--- src/rtl/updn_ctr_p.sv ---
// Parametrised up/down counter with modulus MAX+1, wrap or saturate at the
// limits, synchronous clear and clamped load, terminal-count pulse and sticky overflow.
module updn_ctr_p #(
   parameter int unsigned WIDTH = 5,
   parameter int unsigned MAX   = (2 ** WIDTH) - 1,
   parameter bit          SAT   = 1'b0
) (
   input  logic             clk,
   input  logic             rst,
   input  logic             cn,
   input  logic             ct,
   input  logic             clr,
   input  logic             ld,
   input  logic [WIDTH-1:0] din,
   output logic [WIDTH-1:0] op,
   output logic             tc,
   output logic             ovf
);

   localparam logic [WIDTH-1:0] MAX_V = WIDTH'(MAX);

   typedef enum logic [1:0] {
      ACT_HOLD,
      ACT_CLR,
      ACT_LOAD,
      ACT_COUNT
   } act_e;

   act_e             act;
   logic [WIDTH-1:0] load_val;
   logic [WIDTH-1:0] op_nxt;
   logic             tc_nxt;
   logic             ovf_nxt;
   logic             at_max;
   logic             at_zero;
   logic             limit_hit;

   // A full-range modulus can never see an out-of-range load, so skip the clamp.
   generate
      if (MAX >= (2 ** WIDTH) - 1) begin : g_no_clamp
         assign load_val = din;
      end else begin : g_clamp
         assign load_val = (din > MAX_V) ? MAX_V : din;
      end
   endgenerate

   assign at_max    = (op == MAX_V);
   assign at_zero   = (op == '0);
   assign limit_hit = ct ? at_zero : at_max;

   always_comb begin
      if (clr)       act = ACT_CLR;
      else if (ld)   act = ACT_LOAD;
      else if (cn)   act = ACT_COUNT;
      else           act = ACT_HOLD;
   end

   always_comb begin
      // NOTE: every output gets a default before the case, so no path can infer a latch.
      op_nxt  = op;
      tc_nxt  = 1'b0;
      ovf_nxt = ovf;
      unique case (act)
         ACT_CLR: begin
            op_nxt  = '0;
            ovf_nxt = 1'b0;
         end
         ACT_LOAD: begin
            op_nxt = load_val;
         end
         ACT_COUNT: begin
            if (limit_hit) begin
               tc_nxt  = 1'b1;
               ovf_nxt = 1'b1;
               if (SAT)     op_nxt = op;
               else if (ct) op_nxt = MAX_V;
               else         op_nxt = '0;
            end else if (ct) begin
               op_nxt = op - WIDTH'(1);
            end else begin
               op_nxt = op + WIDTH'(1);
            end
         end
         default: begin
            op_nxt = op;
         end
      endcase
   end

   // NOTE: registered state uses non-blocking assignments so all flops update together.
   always_ff @(posedge clk or negedge rst) begin
      if (!rst) begin
         op  <= '0;
         tc  <= 1'b0;
         ovf <= 1'b0;
      end else begin
         op  <= op_nxt;
         tc  <= tc_nxt;
         ovf <= ovf_nxt;
      end
   end

endmodule

--- config.mk ---
export PLATFORM = sky130hd
export DESIGN_NAME = updn_ctr_p
export DESIGN_NICKNAME = d
export VERILOG_FILES = /design/src/rtl/updn_ctr_p.sv
export SDC_FILE = /design/constraint.sdc
export NUM_CORES = 1
export LEC_CHECK = 0
export ABC_AREA = 1
export BUFFER_PORTS_ARGS = -buffer_cell sky130_fd_sc_hd__buf_4
export CORE_AREA = 3 3 40 42
export DETAILED_ROUTE_END_ITERATION = 8
export DIE_AREA = 0 0 43 45
export PLACE_DENSITY = 0.66
export SLEW_MARGIN = 20
export SYNTH_ARGS = -nofsm -noshare
export SYNTH_HDL_FRONTEND = slang
export SYNTH_SLANG_ARGS = --single-unit
--- constraint.sdc ---
create_clock -name clk -period 1.95 [get_ports clk]
set_input_delay 0.39 -clock clk [delete_from_list [all_inputs] [get_ports clk]]
set_output_delay 0.39 -clock clk [all_outputs]
set_load 0.005 [all_outputs]
# Word-level counts from Yosys, hierarchy flattened
# Index checks and enable logic that the tools add are counted.
totals:
  input_bits: 11
  word_cells: 26
  register_bits: 7
classes:
  reduce_logical: 4
  mux: 12
  n_addsub: 2
  n_eq_ne: 5
op_table:
  columns: ["cell", "count"]
  rows:
  - ["$mux W5", 3]
  - ["$pmux W5 S3", 1]
  - ["$mux W2", 3]
  - ["$add A5 B1 Y5 const B", 1]
  - ["$eq A5 B5 Y1 const B", 1]
  - ["$logic_not A5 Y1", 1]
  - ["$sub A5 B1 Y5 const B", 1]
  - ["$eq A2 B2 Y1 const B", 2]
  - ["$mux W1", 4]
  - ["$reduce_bool A3 Y1", 1]
  - ["$eq A2 B1 Y1 const B", 1]
  - ["$ne A2 B2 Y1 const B", 1]
  - ["$pmux W1 S2", 1]
  - ["$reduce_and A2 Y1", 1]
  - ["$reduce_bool A2 Y1", 1]

# Logic depth before layout (Yosys ltp)
# Gate-level depths: netlist of the first run.
depth:
  word_depth: 6
  depth_mapped: 9
  mapped_depth_nobuf: 9

# Worst setup path before layout of the first run
# Ideal clock, no wire load.
synth_path:
  path_kind: "reg2reg"
  startpoint: "register op[0]"
  endpoint: "register op[4]"
  required_time_ns: 1.834
  stages_incl_launch_ff: 10
  setup_slack_ns: 0.570
  arrival_ns: 1.263
  setup_time_ns: 0.116
  n_path_buf: 0
  cell_sequence: "dfrtp_1 fa_1 inv_1 nor2_1 nor2_1 nand2_1 nand2_1 nand2_1 nand2_1 nand2_1"
synth_via:
  elab_chain_len: 4
  elab_cells_between_ends: 8
synth_rtl:
  columns: ["item", "line", "text"]
  rows:
  - ["from (decl)", "15", "output logic [WIDTH-1:0] op,"]
  - ["from (signal assigned)", "97", "op <= op_nxt;"]
  - ["$add A5 B1 Y5, or another cell as far along", "81", "op_nxt = op + WIDTH'(1);"]
  - ["$mux W5 or $mux W1 (tied branches)", "78, 49", null]
  - ["$mux W5 (*)", "72", "if (limit_hit) begin"]
  - ["$pmux W5 S3 (*)", "63", "unique case (act)"]
# Every way passes the cells marked *; elsewhere a longest branch is shown, timed or not.
# A chain may end at the register's enable or synchronous reset.

# Worst setup path after layout of the first run
# Same ends and word-level chain as after synthesis.

==> results.py, run 1 <==
metrics = {
    "run_status": {
        "status": "completed",
    },
    "finish": {
        "layoutNonFillerInstCount": 127,
        "layout_common_cells": "39 x nand2_1, 17 x buf_4, 14 x inv_1",
        "regArea_um2": 175,
        "multi_input_area_um2": 338,
        "antenna_cells": 0,
        "fill_cells": 133,
        "nets": 128,
        "final_common_cell": "nand2_1",
        "areaGrowthSynthToFinish_pct": 32.1,
        "drive_gt1_share_pct": 23.2,
    },
    "critical_path": {
        "path_buf_inv": 1,
        "cp-end-kind": "register",
        "cpPeakStageDelay_ns": 0.47,
        "cp-start-kind": "register",
        "crit_path_max_fanout": 7,
        "crit_path_cell_trace": "fa_1 > inv_1 > nor2_1 > nor2_1 > nand2_1 > nand2_1 > nand2_1 > nand2_1 > nand2_1",
        "path_delay_family": "adder cells",
        "cp_slowest_cell": "fa_1",
        "crit_type": "register to register",
        "worstPathArrival_ns": 1.63,
        "cp.required_ns": 2.09,
        "path_common_cell": "nand2_1",
    },
    "floorplanning": {
        "coreArea_um2": 1280,
        "io_pins": 18,
        "dieArea_um2": 1940,
        "die_h_um": 45,
        "start_util_pct": 44.3,
        "die_x_um": 43,
        "core.rowCount": 13,
    },
    "clock_tree": {
        "cts.path.max_buffers": 2,
        "tritoncts": "yes",
        "cts_made_buffers": 3,
        "cts_setup_buffers": 0,
        "clk_pin_slew_ns": 0.06,
        "root_buffer": "clkbuf_4",
        "clk_latency_ns": 0.26,
        "cts_sinks": 7,
        "cts_max_level": 1,
    },
    "grt": {
        "antenna_found_initial": 0,
        "grt_overflow": 0,
        "grt_pass1_vias": 566,
        "grt_max_degree": 8,
        "grt_pass1_wl_mm": 2.26,
        "track_usage_pct": 15.5,
    },
    "yosys": {
        "synth-seq-cells": 7,
        "synth_simple_gate_area_share_pct": 42.6,
        "synth_compound_gate_area_share_pct": 3.52,
        "syn_avg_cell_area_um2": 6.33,
        "yosysSeqAreaShare_pct": 30.8,
        "netlist_area_um2": 569,
        "synthMuxAreaShare_pct": 0,
        "ys_warn_count": 0,
        "synthAdderAreaFrac_pct": 10.1,
        "syn_nets": 105,
        "synthCells": 90,
        "ys_types": 16,
        "synth_top_family_by_area": "simple AND/OR/NAND/NOR gates",
        "synth-xor-area-share_pct": 3.08,
    },
    "timing": {
        "finalSetupTns_ns": 0,
        "finalCritPeriodShare_pct": 75.9,
        "slew_violations": 0,
        "setup_viol": 0,
        "slew_headroom_pct": 84.1,
        "worst_slew_pin_slew_ns": 0.238,
        "hold_viol": 0,
        "rsz0062_at_grt": "no",
        "max_freq_ghz": 0.675,
        "final.setup_skew_ns": 0.00588,
        "fin_crit_ns": 1.48,
    },
    "routing": {
        "ant_nets": 0,
        "drt-pass1-iter-count": 4,
        "vias": 592,
        "drt_iter0_drc": 10,
        "via_per_inst": 4.66,
        "drcViolationCount": 0,
        "wire_per_inst_um": 10.6,
        "drt-total-wl_mm": 1.35,
    },
    "power": {
        "finalPower_uw": 527,
        "p_per_area_nw_per_um2": 700,
        "p_int_uw": 335,
        "pwr-share-clk_pct": 26.0,
        "seqPwrFrac_pct": 36.7,
        "p_comb_share_pct": 37.3,
        "p_leak_nw": 0.464,
        "switching_power_uw": 191,
        "peakVddDrop_mv": 0.354,
        "swShare_pct": 36.4,
    },
    "placement": {
        "port_buffers": 17,
        "place_hpwl_mm": 1.09,
        "gp_congestion": 0.845,
        "placed_cells": 122,
    },
    "worst_hold_path": {
        "hp-class": "input pin to register",
    },
    "flow_run": {
        "cap_viol_max_count": 0,
    },
}
==> sequential cells by signal, summed over array words and instances, names as in the netlist <==
name,cells
op,5
ovf,1
tc,1
==> tightest hold or removal path, delay by kind of cell <==
family / cells / cell delay [ns]
simple gates: 2 / 0.08
buf+inv: 1 / 0.08
==> what timing repair did <==
action	4_1_cts	5_1_grt
endpoints found under the hold margin	7	0
resized for setup	0	0
hold buffers	1	0
==> cell usage after synthesis <==
master   number  area, µm²
nand2_1      39        146
inv_2         1       3.75
o21ai_1       1       5.00
xor2_1        2       17.5
nor2_1        9       33.8
ha_1          3       37.5
nand2_2       1       6.26
nand3_2       1       10.0
and2_4        1       8.76
a21oi_1       1       5.00
fa_1          1       20.0
nand3_1       5       25.0
dfrtp_1       7        175
nor2_2        2       12.5
inv_1        14       52.6
o21ai_0       2       10.0
==> routing by layer <==
layer | vias to the layer above | wire length [µm] | part of all wire [%] | track usage [%]
met4 | 0 | 12 | 0.89 | 9.04
met3 | 2 | 72 | 5.3 | 2.79
li1 | 316 | - | - | -
met1 | 258 | 612 | 45 | 18.7
met5 | - | 0 | 0 | 0
met2 | 16 | 652 | 48 | 26.0
==> cells by family (layout without fill, tap and decap cells) <==
family | count (synthesis) | after routing
compound gates | 4 | 4
flops | 7 | 7
buf+inv | 15 | 37
simple gates | 58 | 58
xor+xnor | 2 | 2
fa+ha+maj | 4 | 4
==> path summary, 6_finish.rpt <==
kind	slack (ns)	from	endpoint	cells past startpoint
max in group asynchronous	1.34	rst	op[3]	2
min	0.33	din[0]	op[0]	3
max	0.47	op[0]	op[4]	9
max reg2reg	0.47	op[0]	op[4]	9
min in group asynchronous	0.48	rst	tc	2
min reg2reg	0.49	ovf	ovf	2
==> power by group through the flow <==
stage	clock, mW	combinational (mW)	sequential [mW]
floorplan	0	0.121	0.191
global placement	0	0.193	0.196
detailed placement	0	0.195	0.196
CTS	0.141	0.198	0.194
global route	0.147	0.225	0.197
finish	0.137	0.197	0.193
==> per-stage QoR <==
stage               utilization [%]  setup slack (ns)  cell area, µm²  hold slack (ns)
global route                   58.5             0.381             752            0.342
CTS                            58.5             0.465             752            0.328
finish                         58.5             0.469             752            0.330
global placement               55.7             0.426             716            0.211
detailed placement             55.7             0.381             716            0.212
floorplan                         -             0.570             569           0.0944
==> area by class of cell <==
type                    instances  area share, %
clock buffers                   4           3.49
inverters                      15           7.49
multi-input cells              68           44.9
flip-flops and latches          7           23.3
well taps                      15           2.50
repair buffers                 18           18.3
Power figures use the tool's default switching activity.
==> run 2, diff against run 1 <==
ABC_AREA = 0   (was 1)
PLACE_DENSITY = 0.63   (was 0.66)
clock period = 1.3 ns   (was 1.95 ns; I/O delays follow)
==> run 2 against run 1 <==
Against the previous run: the run now ends with negative setup slack left; first-iteration DRC count shrank 30%; sequential cell count is the same; largest cell class unchanged; via count shrank 12%; critical endpoint is now op[1]; hold slack lost 0.041 ns; clock skew grew 0.0031 ns.
==> results.py, run 2 <==
metrics = {
    "floorplanning": {
        "start_util_pct": 38.9,
        "io_pins": 18,
        "dieArea_um2": 1940,
        "core.rowCount": 13,
        "die_x_um": 43,
        "die_h_um": 45,
        "coreArea_um2": 1280,
    },
    "timing": {
        "max_freq_ghz": 0.638,
        "fin_crit_ns": 1.57,
        "slew_headroom_pct": 80.2,
        "rsz0062_at_grt": "yes",
        "final.setup_skew_ns": 0.00899,
        "finalSetupTns_ns": -1.53,
        "slew_violations": 0,
        "worst_slew_pin_slew_ns": 0.296,
        "setup_viol": 8,
        "finalCritPeriodShare_pct": 121,
        "setup_slack_ns": -0.267,
        "hold_viol": 0,
    },
    "yosys": {
        "synthCells": 47,
        "yosysSeqAreaShare_pct": 35.0,
        "yosys-top-cells-area": "dfrtp_1 35%, ha_1 7.5%, xnor2_1 5.2%",
        "synth_common_cells": "7 x dfrtp_1, 5 x nor2_1, 4 x a21oi_1",
        "synth_top_flop_cell": "dfrtp_1",
        "yosysMostFrequentCell": "dfrtp_1",
        "netlist_area_um2": 500,
        "synth-seq-cells": 7,
        "synth_edf_count": 0,
        "synthArstFlopShare_pct": 100,
        "syn_avg_cell_area_um2": 10.6,
        "synth_top_area_cell": "dfrtp_1",
        "ys_warn_count": 0,
        "ys_types": 25,
        "synth_top_area_share_pct": 35.0,
        "syn_nets": 62,
    },
    "finish": {
        "final_common_cell": "buf_4",
        "multi_input_area_um2": 328,
        "regArea_um2": 178,
        "top_regs": "op x5, ovf x1, tc x1",
        "largest_register": "op",
        "nets": 101,
        "areaGrowthSynthToFinish_pct": 67.5,
        "antenna_cells": 0,
        "layout_common_cells": "29 x buf_4, 5 x nor2_1, 5 x dfrtp_1, 5 x buf_6",
        "fill_cells": 110,
        "largest_reg_flops": 5,
        "drive_gt1_share_pct": 57.6,
    },
    "grt": {
        "grt_max_degree": 9,
        "track_usage_pct": 15.1,
        "met3_usage_pct": 4.78,
        "antenna_found_initial": 0,
        "grt_overflow": 0,
        "grt_pass1_vias": 512,
        "grtUsageMet1_pct": 17.6,
        "grt_use_met2_pct": 27.2,
        "grt_pass1_wl_mm": 2.17,
        "grt_most_used_layer": "met2",
    },
    "clock_tree": {
        "cts_max_level": 1,
        "root_buffer": "clkbuf_4",
        "clk_latency_ns": 0.26,
        "cts_made_buffers": 3,
        "cts.path.max_buffers": 2,
        "clk_pin_slew_ns": 0.06,
        "cts_sinks": 7,
        "tritoncts": "yes",
    },
    "critical_path": {
        "crit_type": "register to register",
        "cp-start-kind": "register",
        "crit_path_cell_trace": "or4b_4 > nor3_4 > o21bai_2 > a211oi_2",
        "rr_startpoint": "op[1]",
        "cp-startpoint": "op[1]",
        "crit_path_max_fanout": 4,
        "cp.required_ns": 1.47,
        "cp_slowest_cell": "or4b_4",
        "cpPeakStageDelay_ns": 0.56,
        "worstPathArrival_ns": 1.74,
        "cp-end-kind": "register",
    },
    "placement": {
        "port_buffers": 17,
        "gp_congestion": 0.769,
        "dp_slack_ns": -0.260,
        "place_hpwl_mm": 1.02,
    },
    "run_status": {
        "violations": "negative setup slack",
        "status": "complete, but fails checks",
    },
    "routing": {
        "drcViolationCount": 0,
        "wire_per_inst_um": 14.0,
        "drt-pass1-iter-count": 4,
        "vias": 523,
        "ant_nets": 0,
        "via_per_inst": 5.23,
        "drt-total-wl_mm": 1.40,
        "drt_iter0_drc": 7,
    },
    "power": {
        "pwr-share-clk_pct": 27.9,
        "switching_power_uw": 220,
        "p_comb_share_pct": 37.4,
        "p_int_uw": 515,
        "swShare_pct": 29.9,
        "seqPwrFrac_pct": 34.7,
        "p_per_area_nw_per_um2": 877,
        "peakVddDrop_mv": 0.483,
        "p_leak_nw": 0.415,
    },
    "worst_hold_path": {
        "min_from": "clr",
        "hp-class": "input pin to register",
    },
    "flow_run": {
        "cap_viol_max_count": 0,
    },
}
==> run 2: repair_timing <==
item,in CTS,in global routing
pin swaps,10,3
gates resized for setup,3,4
hold endpoints to repair,7,0
setup endpoints to repair,6,8
hold buffers,1,0
buffers inserted,3,2
==> run 2: path summary, 6_finish.rpt <==
check,end,slack (ns),cells after the start
worst max-delay path,op[1],-0.27,4
worst min-delay path,op[1],0.29,3
worst max register to register,op[1],-0.27,4
worst min register to register,ovf,0.48,1
max in group asynchronous,op[1],0.80,2
min in group asynchronous,op[4],0.37,2
==> run 2: layout make-up <==
class | count | area share (%)
flip-flops and latches | 7 | 21.2
multi-input cells | 38 | 39.1
repair buffers | 35 | 33.9
clock buffers | 4 | 3.13
inverters | 1 | 0.448
well taps | 15 | 2.24
==> run 2: power by group through the flow <==
stage          clock (mW)  sequential (mW)  combinational, mW
5_1_grt             0.223            0.259              0.300
3_3_place_gp            0            0.259              0.242
3_5_place_dp            0            0.259              0.240
6_report            0.205            0.255              0.275
4_1_cts             0.209            0.254              0.260
2_1_floorplan           0            0.263              0.119
==> run 2: worst max-delay path, delay by kind of cell (launching register included) <==
family / cells / cell delay, ns
compound gates: 2 / 0.30
simple gates: 2 / 0.75
flops: 1 / 0.44
==> run 2: kinds of logic after synthesis <==
| kind of cell | Yosys count | share of synthesized area, % |
|---|---|---|
| AOI/OAI and AO/OA | 17 | 25.5 |
| and+or+nand+nor | 12 | 16.3 |
| adders and majority gates | 4 | 11.5 |
| xor gates and xnor gates | 5 | 8.75 |
| DFF | 7 | 35.0 |
| buffers and inverters | 2 | 3.00 |
==> run 2: per-layer routing <==
| metal | part of all wire [%] | wire [µm] |
|---|---|---|
| met5 | 0 | 0 |
| met4 | 1.0 | 14 |
| met3 | 7.5 | 105 |
| met2 | 50 | 700 |
| met1 | 41 | 579 |
==> run 2: per-stage QoR <==
| stage | total power [mW] | hold WS (ns) | utilization, % | area [µm²] | cells |
|---|---|---|---|---|---|
| 6_report | 0.735 | 0.289 | 65.2 | 838 | 100 |
| 5_1_grt | 0.782 | 0.294 | 65.2 | 838 | 100 |
| 4_1_cts | 0.724 | 0.291 | 62.8 | 807 | 98 |
| 3_5_place_dp | 0.499 | 0.0802 | 57.4 | 737 | 90 |
| 3_3_place_gp | 0.500 | 0.0789 | 57.4 | 737 | 90 |
| 2_1_floorplan | 0.383 | -0.0356 | - | 512 | 47 |
